<file path="src/rtl/cache_nway_wb.sv">
// N-way set-associative, write-back, write-allocate data cache with true-LRU
// replacement, a latched miss address and a whole-cache flush command.
module cache_nway_wb #(
    parameter int WAYS   = 2,
    parameter int SETS   = 4,
    parameter int WORDS  = 4,
    parameter int ADDR_W = 30
) (
    input  logic                              clk,
    input  logic                              proc_reset_n,
    input  logic                              proc_read,
    input  logic                              proc_write,
    input  logic                              proc_flush,
    input  logic [ADDR_W-1:0]                 proc_addr,
    input  logic [31:0]                       proc_wdata,
    output logic [31:0]                       proc_rdata,
    output logic                              proc_stall,
    output logic                              mem_read,
    output logic                              mem_write,
    output logic [ADDR_W-$clog2(WORDS)-1:0]   mem_addr,
    output logic [32*WORDS-1:0]               mem_wdata,
    input  logic [32*WORDS-1:0]               mem_rdata,
    input  logic                              mem_ready
);
    localparam int WAY_W = $clog2(WAYS);
    localparam int IDX_W = $clog2(SETS);
    localparam int OFF_W = $clog2(WORDS);
    localparam int TAG_W = ADDR_W - IDX_W - OFF_W;
    localparam int BA_W  = ADDR_W - OFF_W;
    localparam int FL_W  = IDX_W + WAY_W;
    localparam int LINES = SETS * WAYS;

    typedef enum logic [1:0] {S_IDLE, S_WB, S_FILL, S_FLUSH} state_t;
    typedef logic [WORDS-1:0][31:0]     block_t;
    typedef logic [WAYS-1:0][WAY_W-1:0] ages_t;

    // Age of way w starts at w, so every set begins as a valid permutation.
    function automatic ages_t age_init();
        ages_t a;
        for (int w = 0; w < WAYS; w++) a[w] = WAY_W'(w);
        return a;
    endfunction
    localparam ages_t AGE_INIT = age_init();

    // Make way k most recent; every younger-than-k way ages by one.
    function automatic ages_t lru_touch(input ages_t ages, input logic [WAY_W-1:0] k);
        ages_t r;
        r = ages;
        for (int w = 0; w < WAYS; w++) begin
            if (WAY_W'(w) == k)         r[w] = '0;
            else if (ages[w] < ages[k]) r[w] = ages[w] + WAY_W'(1);
        end
        return r;
    endfunction

    state_t             state_q, state_d;
    block_t             data_q  [SETS][WAYS], data_d  [SETS][WAYS];
    logic [TAG_W-1:0]   tag_q   [SETS][WAYS], tag_d   [SETS][WAYS];
    logic [WAYS-1:0]    valid_q [SETS],       valid_d [SETS];
    logic [WAYS-1:0]    dirty_q [SETS],       dirty_d [SETS];
    ages_t              age_q   [SETS],       age_d   [SETS];
    logic [BA_W-1:0]    miss_addr_q, miss_addr_d;
    logic [WAY_W-1:0]   victim_q, victim_d;
    logic [FL_W-1:0]    flush_q, flush_d;

    logic [TAG_W-1:0]   tag;
    logic [IDX_W-1:0]   idx, m_idx, fl_set;
    logic [OFF_W-1:0]   off;
    logic [TAG_W-1:0]   m_tag;
    logic [WAY_W-1:0]   hit_way, victim, fl_way;
    logic               hit, found_inv, any_dirty, fl_dirty;

    assign tag    = proc_addr[ADDR_W-1 -: TAG_W];
    assign idx    = proc_addr[OFF_W +: IDX_W];
    assign off    = proc_addr[OFF_W-1:0];
    assign m_idx  = miss_addr_q[IDX_W-1:0];
    assign m_tag  = miss_addr_q[BA_W-1:IDX_W];
    assign fl_way = flush_q[WAY_W-1:0];
    assign fl_set = flush_q[FL_W-1:WAY_W];
    assign fl_dirty = valid_q[fl_set][fl_way] & dirty_q[fl_set][fl_way];

    // Lookup: hit way, replacement victim and whether any line needs writing back.
    // NOTE: every signal assigned in an always_comb gets a default first so no latch is inferred.
    always_comb begin
        hit       = 1'b0;
        hit_way   = '0;
        victim    = '0;
        found_inv = 1'b0;
        any_dirty = 1'b0;
        for (int w = 0; w < WAYS; w++) begin
            if (valid_q[idx][w] && tag_q[idx][w] == tag) begin
                hit     = 1'b1;
                hit_way = WAY_W'(w);
            end
            if (!found_inv && !valid_q[idx][w]) begin
                found_inv = 1'b1;
                victim    = WAY_W'(w);
            end
        end
        if (!found_inv) begin
            for (int w = 0; w < WAYS; w++)
                if (age_q[idx][w] == WAY_W'(WAYS-1)) victim = WAY_W'(w);
        end
        for (int s = 0; s < SETS; s++) any_dirty = any_dirty | (|(valid_q[s] & dirty_q[s]));
    end

    // Outputs decoded from the registered state and the arrays.
    always_comb begin
        proc_rdata = data_q[idx][hit_way][off];
        mem_read   = (state_q == S_FILL);
        mem_write  = (state_q == S_WB) || (state_q == S_FLUSH && fl_dirty);
        mem_addr   = '0;
        mem_wdata  = '0;
        proc_stall = 1'b1;
        case (state_q)
            S_IDLE: begin
                if (proc_flush)                    proc_stall = any_dirty;
                else if (proc_write || proc_read)  proc_stall = !hit;
                else                               proc_stall = 1'b0;
            end
            S_WB: begin
                mem_addr  = {tag_q[m_idx][victim_q], m_idx};
                mem_wdata = data_q[m_idx][victim_q];
            end
            S_FILL:  mem_addr = miss_addr_q;
            S_FLUSH: begin
                mem_addr  = {tag_q[fl_set][fl_way], fl_set};
                mem_wdata = data_q[fl_set][fl_way];
            end
            default: ;
        endcase
    end

    // Next-state: hits update data/LRU, misses latch and go to WB/FILL, flush walks all lines.
    always_comb begin
        state_d     = state_q;
        data_d      = data_q;
        tag_d       = tag_q;
        valid_d     = valid_q;
        dirty_d     = dirty_q;
        age_d       = age_q;
        miss_addr_d = miss_addr_q;
        victim_d    = victim_q;
        flush_d     = flush_q;
        case (state_q)
            S_IDLE: begin
                if (proc_flush) begin
                    if (any_dirty) state_d = S_FLUSH;
                end else if (proc_write || proc_read) begin
                    if (hit) begin
                        age_d[idx] = lru_touch(age_q[idx], hit_way);
                        if (proc_write) begin
                            data_d[idx][hit_way][off] = proc_wdata;
                            dirty_d[idx][hit_way]     = 1'b1;
                        end
                    end else begin
                        miss_addr_d = {tag, idx};
                        victim_d    = victim;
                        state_d     = (valid_q[idx][victim] && dirty_q[idx][victim]) ? S_WB : S_FILL;
                    end
                end
            end
            S_WB: if (mem_ready) state_d = S_FILL;
            S_FILL: begin
                if (mem_ready) begin
                    data_d[m_idx][victim_q]  = mem_rdata;
                    tag_d[m_idx][victim_q]   = m_tag;
                    valid_d[m_idx][victim_q] = 1'b1;
                    dirty_d[m_idx][victim_q] = 1'b0;
                    age_d[m_idx]             = lru_touch(age_q[m_idx], victim_q);
                    state_d                  = S_IDLE;
                end
            end
            S_FLUSH: begin
                if (!fl_dirty || mem_ready) begin
                    dirty_d[fl_set][fl_way] = 1'b0;
                    if (flush_q == FL_W'(LINES-1)) begin
                        flush_d = '0;
                        state_d = S_IDLE;
                    end else begin
                        flush_d = flush_q + FL_W'(1);
                    end
                end
            end
            default: state_d = S_IDLE;
        endcase
    end

    // State and array registers.
    // NOTE: sequential state uses non-blocking (<=) so all flops update from pre-edge values.
    // NOTE: the arrays are cleared by reset on purpose; this keeps them as flops rather than RAM.
    always_ff @(posedge clk or negedge proc_reset_n) begin
        if (!proc_reset_n) begin
            state_q     <= S_IDLE;
            data_q      <= '{default: '0};
            tag_q       <= '{default: '0};
            valid_q     <= '{default: '0};
            dirty_q     <= '{default: '0};
            age_q       <= '{default: AGE_INIT};
            miss_addr_q <= '0;
            victim_q    <= '0;
            flush_q     <= '0;
        end else begin
            state_q     <= state_d;
            data_q      <= data_d;
            tag_q       <= tag_d;
            valid_q     <= valid_d;
            dirty_q     <= dirty_d;
            age_q       <= age_d;
            miss_addr_q <= miss_addr_d;
            victim_q    <= victim_d;
            flush_q     <= flush_d;
        end
    end
endmodule

</file>
<file path="config.mk">
export PLATFORM = sky130hd
export DESIGN_NAME = cache_nway_wb
export DESIGN_NICKNAME = d
export VERILOG_FILES = /design/src/rtl/cache_nway_wb.sv
export SDC_FILE = /design/constraint.sdc
export NUM_CORES = 2
export LEC_CHECK = 0
export BUFFER_PORTS_ARGS = -buffer_cell sky130_fd_sc_hd__buf_4
export CELL_PAD_IN_SITES_DETAIL_PLACEMENT = 1
export CELL_PAD_IN_SITES_GLOBAL_PLACEMENT = 2
export CORE_AREA = 2 2 517 519
export CTS_BUF_LIST = sky130_fd_sc_hd__clkbuf_4 sky130_fd_sc_hd__clkbuf_8 sky130_fd_sc_hd__clkbuf_16
export CTS_CLUSTER_SIZE = 16
export DETAILED_ROUTE_END_ITERATION = 12
export DIE_AREA = 0 0 519 521
export GPL_ROUTABILITY_DRIVEN = 1
export PLACE_DENSITY_LB_ADDON = 0.1
export SETUP_SLACK_MARGIN = 0.2
export SKIP_LAST_GASP = 1
export SLEW_MARGIN = 20
export SYNTH_ARGS = -nofsm -noshare
export SYNTH_HDL_FRONTEND = slang
export SYNTH_SLANG_ARGS = --single-unit
</file>
<file path="constraint.sdc">
create_clock -name clk -period 6 [get_ports clk]
set_input_delay 1.2 -clock clk [delete_from_list [all_inputs] [get_ports clk]]
set_output_delay 1.2 -clock clk [all_outputs]
set_load 0.01 [all_outputs]
</file>
==> out/metrics.yaml <==
place:
  dp_hpwl_um: 311000
  routabilityCongestion: 0.924
  dpl_worst_slack_ps: -115
  portBuffers: 386
global_route:
  grt_pass1_vias: 77100
  antenna_found_initial: 44
  grt_pass1_wl_um: 669000
  grt-ovfl-total: 0
  grt_usage: 0.350
  grt_start_max_net_pins: 157
timing:
  rsz0062_at_grt: "true"
  slew_headroom: 0.0187
  final-hold-violation-count: 0
  drv_slew: 0
  finClkSkew_ps: 66.0
  setup_viol: 0
  finalWorstSetupSlack_ps: 144
  clock.fmax_mhz: 171
  period_share: 0.976
  period_minus_slack_ps: 5860
  worst_slew_pin_slew_ps: 1470
detailed_routing:
  drt_first_pass_iters: 6
  avgRoutedWirePerCell_um: 42.7
  detail-route-antenna-nets: 0
  wl_um: 483000
  wl_met2_um: 206000
  vias: 76600
  drc: 0
  first_iter_violations: 8412
  met1_length_um: 209000
  avgViaCountPerCell: 6.76
  met3_length_um: 49100
  top_layer_used: "met5"
floorplanning:
  dieHeight_um: 521
  ios: 387
  num_rows: 189
  core_sq_um: 264000
  start_util: 0.339
  fp.dieArea_sq_um: 270000
  die_w_um: 519
run_status:
  status: "completed"
power:
  p_leak_nw: 44.8
  power_mw: 47.8
  ir_worst_vdd_v: 0.000486
  power_density_nw_per_um2: 454
final_layout:
  drive_above_1_share: 0.363
  final_nets: 7847
  n_fill_cell: 27800
  seqCellArea_sq_um: 32300
  post-route-util: 0.398
  synthToLayoutAreaGrowth_pct: 17.3
  multi_input_area_sq_um: 54400
yosys:
  synthAdderAreaFrac: 0.000279
  synthTopCellsByArea: "dfrtp_1 36%, mux4_2 23%, mux2_2 5.5%, nand2_1 5.2%, mux2_1 3.9%"
  yosysMostFrequentCell: "dfrtp_1"
  synthMuxAreaShare: 0.386
  synth.top_cells.by_count: "1286 x dfrtp_1, 1245 x nand2_1, 919 x mux4_2, 465 x clkbuf_1, 436 x mux2_2"
  synth-async-reset-ratio: 1.00
  netlist_area_sq_um: 89700
  syn_area_per_cell_sq_um: 11.9
  synthSimpleGateAreaFrac: 0.0663
  synth_nets: 7750
  netlist_instances: 7552
  netlist.area_leader.share: 0.359
  ys_seq_area_frac: 0.360
  ys_ff_latch: 1290
  synth_edf_count: 0
  synth_cell_type_count: 81
  synth-compound-area-share: 0.140
  synth_top_family_by_area: "multiplexers"
  yosysTopAreaCell: "dfrtp_1"
  yosys_warnings: 0
  synth-xor-area-share: 0.00437
  synthFlopType: "dfrtp_1"
setup_path:
  crit_type: "primary input to output pin"
  cp_top_family: "simple AND/OR/NAND/NOR gates"
  cp.arrival_ps: 4660
  r2r_cells: 8
  cp_num_cells: 13
  startpoint_type: "primary input"
  critical_path_buf_inv_count: 5
  crit_fanout: 26
  cpMaxStageDelayCell: "mux4_2"
  critPathRequiredTime_ps: 4800
  crit_chain: "buf_16 > mux4_2 > xnor2_1 > nand4_1 > or4_4 > or4_4 > buf_16 > nor2_2 > buf_6 > a21oi_1 > nand4_1 > buf_4 > buf_4"
  worstSetupEndpointType: "output pin"
  critical-path-max-stage-delay_ps: 520
clock_tree:
  root_buffer: "clkbuf_16"
  clock_latency_ps: 900
  cts_hold_buf: 0
  path_clk_slew_ps: 60
  numCtsBuffers: 180
  cts_tree: "done"
  cts_buffer_depth: 4
  cts.sinks: 1290
  h-tree-depth: 4
run:
  drv_cap: 0
hold_path:
  hold_class: "primary input to asynchronous set/reset pin"
worst paths after layout:
| path | startpoint | end | slack [ps] |
|---|---|---|---|
| setup reg to reg | state_q[0]$_DFFE_PN0P_ | data_q[946]$_DFFE_PN0P_ | 1450 |
| setup / recovery | proc_addr[2] | proc_rdata[2] | 140 |
| max in group asynchronous | proc_reset_n | data_q[206]$_DFFE_PN0P_ | 4170 |
| min in group clk | valid_q[0]$_DFFE_PN0P_ | valid_q[0]$_DFFE_PN0P_ | 520 |
| hold reg to reg | valid_q[0]$_DFFE_PN0P_ | valid_q[0]$_DFFE_PN0P_ | 520 |
| hold / removal | proc_reset_n | data_q[678]$_DFFE_PN0P_ | 280 |
placed cells by master (no fill, tap or decap), types with 226 or more instances in the layout:
cell type	instances
a22oi_1	337
mux2i_1	226
dfrtp_1	1278
mux4_2	919
buf_4	610
o21ai_0	390
mux2_1	311
o22ai_1	397
nand2_1	1233
o2bb2ai_1	320
mux2_2	431
registers in the layout, indices dropped and copies added, names as in the netlist:
register and cells:
miss_addr_q 28, age_q 8, state_q 2, data_q 1024, dirty_q 8, flush_q 3, tag_q 208, victim_q 1
valid_q 8
cell type report:
| type | count | share of cell area |
|---|---|---|
| repair buffers | 770 | 0.0729 |
| multi-input cells | 5392 | 0.517 |
| inverters | 15 | 0.000654 |
| diodes | 16 | 0.000380 |
| clock inverters | 54 | 0.00767 |
| flip-flops and latches | 1290 | 0.307 |
| clock buffers | 261 | 0.0521 |
| well taps | 3533 | 0.0420 |
kinds of logic (layout without fill, tap and decap cells):
kind of cell             Yosys count  after routing
XOR/XNOR                          43             43
AND/OR/NAND/NOR                 1470           1470
other                              0             16
flip-flops                      1290           1290
buffers and inverters            870           1100
multiplexers                    2116           2116
AO/OA/AOI/OAI                   1761           1761
adder cells (fa/ha/maj)            2              2
report_power, final:
part | total, mW | switching [mW] | internal (mW)
Sequential | 13.9 | 2.94 | 10.9
Clock | 11.7 | 4.58 | 7.17
Combinational | 22.2 | 12.8 | 9.47
Total | 47.8 | 20.3 | 27.6
per-stage QoR:
step	area, sq um	TNS, ps	instances	hold slack, ps
detailed placement	97900	-677	11000	486
global route	105000	0	11300	311
global placement	97800	-259	11000	488
finish	105000	0	11300	284
floorplan	89700	0	7552	451
CTS	105000	0	11300	365
metal layers:
layer / up-vias / global-route usage
met1: 41900 / 0.501
met4: 24 / 0.123
met3: 810 / 0.0957
met5: - / 0
li1: 29700 / -
met2: 4120 / 0.505
repair_timing:
action | CTS | global route
pin swaps | 11 | 18
setup buffers | 12 | 15
gates resized for setup | 48 | 64
hold endpoints to repair | 0 | 0
gates cloned | 6 | 5
setup endpoints to repair | 33 | 32
Note: power is estimated with default switching activity, not from simulation.
